==> src/rtl/nibble_serial_sub_pkg.sv <==
// Shared types and constants for the nibble-serial subtractor.
package nibble_serial_sub_pkg;

    localparam int NIBBLE_W = 4;

    typedef enum logic [1:0] {
        IDLE = 2'd0,
        RUN  = 2'd1,
        DONE = 2'd2
    } state_e;

endpackage : nibble_serial_sub_pkg

==> src/rtl/nibble_serial_sub_sub4_bla.sv <==
// 4-bit borrow-lookahead subtractor: d = a - b - bin, every borrow as a flat sum of products.
module sub4_bla
    import nibble_serial_sub_pkg::*;
(
    input  logic [NIBBLE_W-1:0] a,
    input  logic [NIBBLE_W-1:0] b,
    input  logic                bin,
    output logic [NIBBLE_W-1:0] d,
    output logic                bout
);

    logic [NIBBLE_W-1:0] g_s;
    logic [NIBBLE_W-1:0] p_s;
    logic [NIBBLE_W:0]   br_s;

    // Generate / propagate terms, flattened borrows and difference bits
    always_comb begin
        g_s     = ~a & b;
        p_s     = ~(a ^ b);
        br_s[0] = bin;
        br_s[1] = g_s[0] | (p_s[0] & bin);
        br_s[2] = g_s[1] | (p_s[1] & g_s[0]) | (p_s[1] & p_s[0] & bin);
        br_s[3] = g_s[2] | (p_s[2] & g_s[1]) | (p_s[2] & p_s[1] & g_s[0])
                | (p_s[2] & p_s[1] & p_s[0] & bin);
        br_s[4] = g_s[3] | (p_s[3] & g_s[2]) | (p_s[3] & p_s[2] & g_s[1])
                | (p_s[3] & p_s[2] & p_s[1] & g_s[0])
                | (p_s[3] & p_s[2] & p_s[1] & p_s[0] & bin);
        d       = a ^ b ^ br_s[NIBBLE_W-1:0];
        bout    = br_s[4];
    end

endmodule : sub4_bla

==> src/rtl/nibble_serial_sub.sv <==
// Nibble-serial unsigned subtractor, one 4-bit step per cycle through a shared sub4_bla.
// Optional signed-overflow output ovf is enabled by NIBBLE_SERIAL_SUB_OVF_EN.
module nibble_serial_sub
    import nibble_serial_sub_pkg::*;
#(
    parameter int WIDTH = 8
) (
    input  logic             clk,
    input  logic             rst,
    input  logic             in_valid,
    output logic             in_ready,
    input  logic [WIDTH-1:0] a,
    input  logic [WIDTH-1:0] b,
    input  logic             bin,
    output logic             out_valid,
    input  logic             out_ready,
    output logic [WIDTH-1:0] diff,
    output logic             bout
`ifdef NIBBLE_SERIAL_SUB_OVF_EN
    ,
    output logic             ovf
`endif
);

    localparam int N  = WIDTH / NIBBLE_W;
    localparam int KW = (N > 1) ? $clog2(N) : 1;

    state_e            state_q, state_d;
    logic [KW-1:0]     k_q, k_d;
    logic [WIDTH-1:0]  a_q, a_d;
    logic [WIDTH-1:0]  b_q, b_d;
    logic [WIDTH-1:0]  diff_q, diff_d;
    logic              borrow_q, borrow_d;
    logic              bout_q, bout_d;
`ifdef NIBBLE_SERIAL_SUB_OVF_EN
    logic              ovf_q, ovf_d;
`endif

    logic [NIBBLE_W-1:0] nib_a_s;
    logic [NIBBLE_W-1:0] nib_b_s;
    logic [NIBBLE_W-1:0] nib_d_s;
    logic                nib_bout_s;
    logic                last_s;

    assign nib_a_s = a_q[NIBBLE_W*k_q +: NIBBLE_W];
    assign nib_b_s = b_q[NIBBLE_W*k_q +: NIBBLE_W];
    assign last_s  = (k_q == KW'(N - 1));

    sub4_bla u_sub4_bla (
        .a    (nib_a_s),
        .b    (nib_b_s),
        .bin  (borrow_q),
        .d    (nib_d_s),
        .bout (nib_bout_s)
    );

    // State and datapath registers with synchronous reset
    always_ff @(posedge clk) begin
        if (rst) begin
            state_q  <= IDLE;
            k_q      <= '0;
            a_q      <= '0;
            b_q      <= '0;
            diff_q   <= '0;
            borrow_q <= 1'b0;
            bout_q   <= 1'b0;
`ifdef NIBBLE_SERIAL_SUB_OVF_EN
            ovf_q    <= 1'b0;
`endif
        end else begin
            state_q  <= state_d;
            k_q      <= k_d;
            a_q      <= a_d;
            b_q      <= b_d;
            diff_q   <= diff_d;
            borrow_q <= borrow_d;
            bout_q   <= bout_d;
`ifdef NIBBLE_SERIAL_SUB_OVF_EN
            ovf_q    <= ovf_d;
`endif
        end
    end

    // Next-state logic
    always_comb begin
        state_d = state_q;
        case (state_q)
            IDLE: begin
                if (in_valid) state_d = RUN;
                else          state_d = IDLE;
            end
            RUN: begin
                if (last_s) state_d = DONE;
                else        state_d = RUN;
            end
            DONE: begin
                if (out_ready) state_d = IDLE;
                else           state_d = DONE;
            end
            default: state_d = IDLE;
        endcase
    end

    // Datapath next values: capture on accept, one nibble per RUN cycle, hold otherwise
    always_comb begin
        k_d      = k_q;
        a_d      = a_q;
        b_d      = b_q;
        diff_d   = diff_q;
        borrow_d = borrow_q;
        bout_d   = bout_q;
`ifdef NIBBLE_SERIAL_SUB_OVF_EN
        ovf_d    = ovf_q;
`endif
        case (state_q)
            IDLE: begin
                if (in_valid) begin
                    a_d      = a;
                    b_d      = b;
                    borrow_d = bin;
                    k_d      = '0;
                    diff_d   = '0;
                    bout_d   = 1'b0;
`ifdef NIBBLE_SERIAL_SUB_OVF_EN
                    ovf_d    = 1'b0;
`endif
                end else begin
                    k_d = k_q;
                end
            end
            RUN: begin
                diff_d[NIBBLE_W*k_q +: NIBBLE_W] = nib_d_s;
                borrow_d = nib_bout_s;
                k_d      = k_q + KW'(1);
                if (last_s) begin
                    bout_d = nib_bout_s;
`ifdef NIBBLE_SERIAL_SUB_OVF_EN
                    // On the last step nib_d_s[3] is the result MSB
                    ovf_d  = (a_q[WIDTH-1] ^ b_q[WIDTH-1]) & (nib_d_s[NIBBLE_W-1] ^ a_q[WIDTH-1]);
`endif
                end else begin
                    bout_d = bout_q;
                end
            end
            DONE: begin
                k_d = k_q;
            end
            default: begin
                k_d = '0;
            end
        endcase
    end

    // Handshake outputs decoded from the state register
    always_comb begin
        in_ready  = 1'b0;
        out_valid = 1'b0;
        case (state_q)
            IDLE:    in_ready  = 1'b1;
            DONE:    out_valid = 1'b1;
            default: begin
                in_ready  = 1'b0;
                out_valid = 1'b0;
            end
        endcase
    end

    assign diff = diff_q;
    assign bout = bout_q;
`ifdef NIBBLE_SERIAL_SUB_OVF_EN
    assign ovf  = ovf_q;
`endif

endmodule : nibble_serial_sub

==> config.mk <==
export PLATFORM = sky130hd
export DESIGN_NAME = nibble_serial_sub
export DESIGN_NICKNAME = d
export VERILOG_FILES = /design/src/rtl/nibble_serial_sub_pkg.sv /design/src/rtl/nibble_serial_sub_sub4_bla.sv /design/src/rtl/nibble_serial_sub.sv
export SDC_FILE = /design/constraint.sdc
export NUM_CORES = 1
export LEC_CHECK = 0
export ABC_AREA = 1
export BUFFER_PORTS_ARGS = -buffer_cell sky130_fd_sc_hd__buf_2
export CORE_MARGIN = 4
export CORE_UTILIZATION = 59
export CTS_BUF_LIST = sky130_fd_sc_hd__clkbuf_2
export CTS_CLUSTER_SIZE = 40
export DETAILED_ROUTE_END_ITERATION = 16
export MAX_ROUTING_LAYER = met4
export PLACE_DENSITY_LB_ADDON = 0.1
export SETUP_SLACK_MARGIN = 0.4
export SLEW_MARGIN = 20
export SYNTH_ARGS = -nofsm -noshare
export SYNTH_HDL_FRONTEND = slang
export SYNTH_SLANG_ARGS = --single-unit
==> constraint.sdc <==
create_clock -name clk -period 5 [get_ports clk]
set_input_delay 1 -clock clk [delete_from_list [all_inputs] [get_ports clk]]
set_output_delay 1 -clock clk [all_outputs]
set_load 0.01 [all_outputs]
* After elaboration in Yosys (flattened, before gate mapping) *
Cells that the tools add are included.

storage, ports and cells
  bits of input ports = 21
  output and inout port bits = 11
  word-level logic and storage cells = 70
  register bits = 29

operators by class
  mux-type cells = 15
  add/sub/neg operators = 2
  bitwise logic cells = 32
  reductions and logical operators = 6
  eq/ne operators = 4
  shifts and indexed selects = 4

operator list
  kind                      number
  $neg A3 Y34               1
  $shift A4 B34 Y8 const A  1
  $shiftx A4 B34 Y8         1
  $and A1 B1 Y1             16
  $pmux W8 S2               1
  $shiftx A8 B4 Y4          2
  $or A1 B1 Y1              10
  $bwmux W8                 1
  $mux W8                   1
  $not A4 Y4                2
  $xor A4 B4 Y4             2
  $mux W1                   6
  $pmux W2 S3               1
  $reduce_and A2 Y1         3
  $and A4 B4 Y4             1
  $mux W2                   2
  $ne A2 B2 Y1 const B      2
  $pmux W1 S2               2
  $pmux W1 S3               1
  $reduce_and A3 Y1         1
  $eq A2 B1 Y1 const B      1
  $eq A2 B2 Y1 const B      1
  $logic_not A2 Y1          1
  $reduce_bool A2 Y1        1
  other kinds (2)           2

* Logic depth before layout (Yosys ltp) *
  depth after elaboration = 11
  gate-level depth with buffers = 11
  gate-level depth less buffers = 11

* By module *
Synthesis repeated with hierarchy kept, for this count alone.

unflattened totals
  cells, all modules = 204
  area, all modules = 1443.9 um2

by module, submodules not included
  module             sequential area each (um2)  area an instance (um2)  times used  cells an instance
  nibble_serial_sub  580.6                       1193.6                  1           165
  sub4_bla           0.0                         250.2                   1           39

* Worst setup path before layout *
Ideal clock, no wire load.

  kind = input port to flip-flop
  start point = input port rst
  end point = register a_q[0]
  required time = 4884 ps
  stages = 5
  slack = 3321 ps
  library setup time = 116 ps
  buffers on the path = 2
  arrival = 1563 ps
  path through = buf_2 clkinv_4 clkbuf_1 o21ai_0 nor2_1

RTL lines
  item                  line                     RTL
  from (decl)           nibble_serial_sub.sv:9   input logic rst,
  to (signal assigned)  nibble_serial_sub.sv:62  a_q <= '0;
  to (signal assigned)  nibble_serial_sub.sv:73  a_q <= a_d;
  to (decl)             nibble_serial_sub.sv:30  logic [WIDTH-1:0] a_q, a_d;

* Worst setup path after layout *
  start point = register state_q[1]
  end point = output port out_valid

on the way
  word-level cells in the longest chain between the ends = 2

RTL lines
  item                    line                      RTL
  from (decl)             nibble_serial_sub.sv:28   state_e state_q, state_d;
  from (signal assigned)  nibble_serial_sub.sv:71   state_q <= state_d;
  $eq A2 B2 Y1            nibble_serial_sub.sv:158  case (state_q)
  $mux W1                 nibble_serial_sub.sv:158
  to (decl)               nibble_serial_sub.sv:15   output logic out_valid,

No other way between the ends.

==> flow_metrics.py <==
metrics = {
    "timing": {
        "timing_max_transition_violations_final": 0,
        "tns_ps": 0,
        "grt_setup_unrepaired": "no",
        "setup-violations-final": 0,
        "slew_headroom_pct": 73.1,
        "tightestPinTransition_ps": 403,
        "period_minus_slack_ps": 2170,
        "finClkSkew_ps": 12.0,
        "timing_hold_violations_final": 0,
        "final.period_utilization_pct": 43.5,
        "max_clock_freq_ghz": 0.460,
    },
    "global_routing": {
        "grt_remaining_overflow": 0,
        "grt_use_total_pct": 21.4,
        "first_global_vias": 1262,
        "antenna_violations_before_repair": 0,
        "largest_net_degree_at_the_start_of_global_routing": 20,
        "wire_length_of_the_first_global_routing_pass_um": 5250,
    },
    "run": {
        "cap_violations": 0,
    },
    "logic_synthesis": {
        "synth_compound_gate_area_share_pct": 12.2,
        "yosys-top-cells-area": "dfxtp_1 42%, nand2_1 11%, nor2_1 9.7%",
        "synth_fa_ha_area_share_pct": 5.95,
        "post_synth_xor_area_fraction_pct": 0.631,
        "syn-instance-count": 193,
        "synth_fp_nets": 220,
        "synth_seq_cells": 29,
        "yosys_warnings": 0,
        "syn_avg_cell_area_um2": 7.19,
        "synth_top_area_share_pct": 41.8,
        "multiplexer_area_fraction_after_synthesis_pct": 2.89,
        "synth_cell_type_count": 24,
        "synth-seq-area-share_pct": 41.8,
        "synth_top_family_by_area": "simple AND/OR/NAND/NOR gates",
        "synth_area_leader_cell": "dfxtp_1",
        "synth_area_um2": 1390,
        "synth-simple-area-share_pct": 28.6,
    },
    "routing": {
        "drt_iter0_drc": 48,
        "final_antenna_net_count": 0,
        "drt-vias-per-instance": 5.12,
        "route.vias.total": 1301,
        "drt_drc_violations_left": 0,
        "firstDrtPassIters": 4,
        "avgRoutedWirePerCell_um": 11.9,
        "postRouteWirelength_um": 3020,
    },
    "placement": {
        "io_buffers": 31,
        "dp_hpwl_um": 2250,
        "placedInstanceArea_um2": 1550,
        "place.gp.congestion": 0.906,
        "place.detailed.instances": 247,
    },
    "cts": {
        "cts_made_buffers": 5,
        "cts_hold_buffers": 0,
        "clock_insertion_delay_worst_skew_ps": 350,
        "ctsRootBufferMaster": "clkbuf_2",
        "clock-sinks": 29,
        "cts_resized": 0,
        "cts_setup_buffers": 0,
        "reg_clk_slew_reported_paths_ps": 140,
        "ctsLongestPathBuffers": 2,
        "htree_levels": 2,
        "tritoncts": "yes",
    },
    "floorplanning": {
        "initial_core_util_pct": 62.1,
        "core_um2": 2230,
        "placementRows": 17,
        "ioPinCount": 32,
        "die_width_um": 56.5,
        "design.die.area_um2": 3190,
        "chipHeight_um": 56.5,
    },
    "setup_path": {
        "path_cells": "inv_1 > nor2_1 > buf_2",
        "worst_ep_arrival_time_ps": 1170,
        "max_stage_delay_ps": 440,
        "worst-setup-path-type": "reg2out",
        "origin_of_the_critical_flop_to_flop_path": "k_q$_SDFFE_PP0P_",
        "worstSetupStartpoint": "state_q[1]$_SDFF_PP0_",
        "critical_path_peak_fanout": 3,
        "required_ps": 4000,
        "critical_path.slowest_cell": "dfxtp_1",
        "timing.critical_path.from_type": "flip-flop",
        "endpoint_kind": "output pin",
    },
    "final_layout": {
        "finish.utilization_pct": 70.8,
        "leading_cell_type_in_the_layout_fill_and_taps_excluded": "nand2_1",
        "fraction_of_final_layout_cells_with_drive_strength_greater_than_1_pct": 20.4,
        "diodes": 0,
        "filler_cell_count": 205,
        "area_growth_syn_to_layout_pct": 14.0,
        "layout.cell_area.non_filler_um2": 1580,
        "final_cells": 254,
        "finalNetCount": 253,
        "mostFrequentLayoutCells": "42 x nand2_1, 36 x nor2_1, 31 x buf_2",
    },
    "hold_path": {
        "hold_class": "reg2reg",
        "hp-start": "diff[1]$_SDFFE_PP0P_",
    },
    "power": {
        "power_per_standard_cell_area_nw_per_um2": 320,
        "max-vdd-ir-drop_mv": 0.202,
        "p_leak_nw": 0.783,
    },
    "outcome": {
        "run_status": "finished clean",
    },
}
[final timing paths]
kind                               end  slack, ps  cells after the start
hold reg to reg   diff[1]$_SDFFE_PP0P_        470                      2
setup / recovery             out_valid       2830                      3
hold / removal    diff[1]$_SDFFE_PP0P_        470                      2
setup reg to reg     bout$_SDFFE_PP0P_       3050                      9
[critical path: cells and delay by family (launching register included)]
family	cells	cell delay [ps]
flip-flops	1	440
AND/OR/NAND/NOR	1	130
buffers and inverters	2	260
[synth_stat cells (all sizes together)]
library cell	instances
o21ai	20
nand4	1
nor2	38
dfxtp	29
mux2i	4
a21oi	13
or2	1
clkinv	1
buf	3
ha	5
xnor2	1
inv	19
nand2	45
clkbuf	2
nand3	10
fa	1
[registers in the layout, summed over array words and instances (netlist names)]
register / cells
bout: 1
b_q: 8
state_q: 2
k_q: 1
borrow_q: 1
diff: 8
a_q: 8
[report_power, final]
| group | internal [mW] | leakage (nW) | switching [mW] |
|---|---|---|---|
| Combinational | 0.0509 | 0.518 | 0.0822 |
| Sequential | 0.251 | 0.239 | 0.0137 |
| Clock | 0.0326 | 0.0265 | 0.0758 |
[cell type report]
| type | count | area, um2 | share of cell area (%) |
|---|---|---|---|
| clock buffer | 6 | 30.0 | 1.90 |
| clock inverter | 1 | 3.75 | 0.237 |
| inverter | 20 | 80.1 | 5.06 |
| multi-input combinational | 139 | 697 | 44.1 |
| sequential | 29 | 581 | 36.7 |
| tap | 28 | 35.0 | 2.22 |
| timing repair buffer | 31 | 155 | 9.81 |
[layer usage]
metal / up-vias / global-route usage, % / wire, um
li1: 674 / - / -
met1: 595 / 24.0 / 1380
met2: 25 / 35.5 / 1440
met3: 7 / 6.67 / 141
met4: 0 / 7.80 / 51
met5: - / - / 0
[metrics by stage]
stage	power [mW]	hold WS (ps)	setup WS [ps]
6_report	0.506	468	2830
5_1_grt	0.543	482	2720
4_1_cts	0.507	472	2810
2_1_floorplan	0.367	453	3320
3_5_place_dp	0.401	453	3080
3_3_place_gp	0.396	446	3170
[cell families (layout without fill, tap and decap cells)]
logic type	after synthesis	count (layout)
muxes	4	4
adders and majority gates	6	6
buffers and inverters	25	58
DFF	29	29
AOI/OAI and AO/OA	33	33
and+or+nand+nor	95	95
xor gates and xnor gates	1	1
Note: power is estimated with default switching activity, not from simulation.
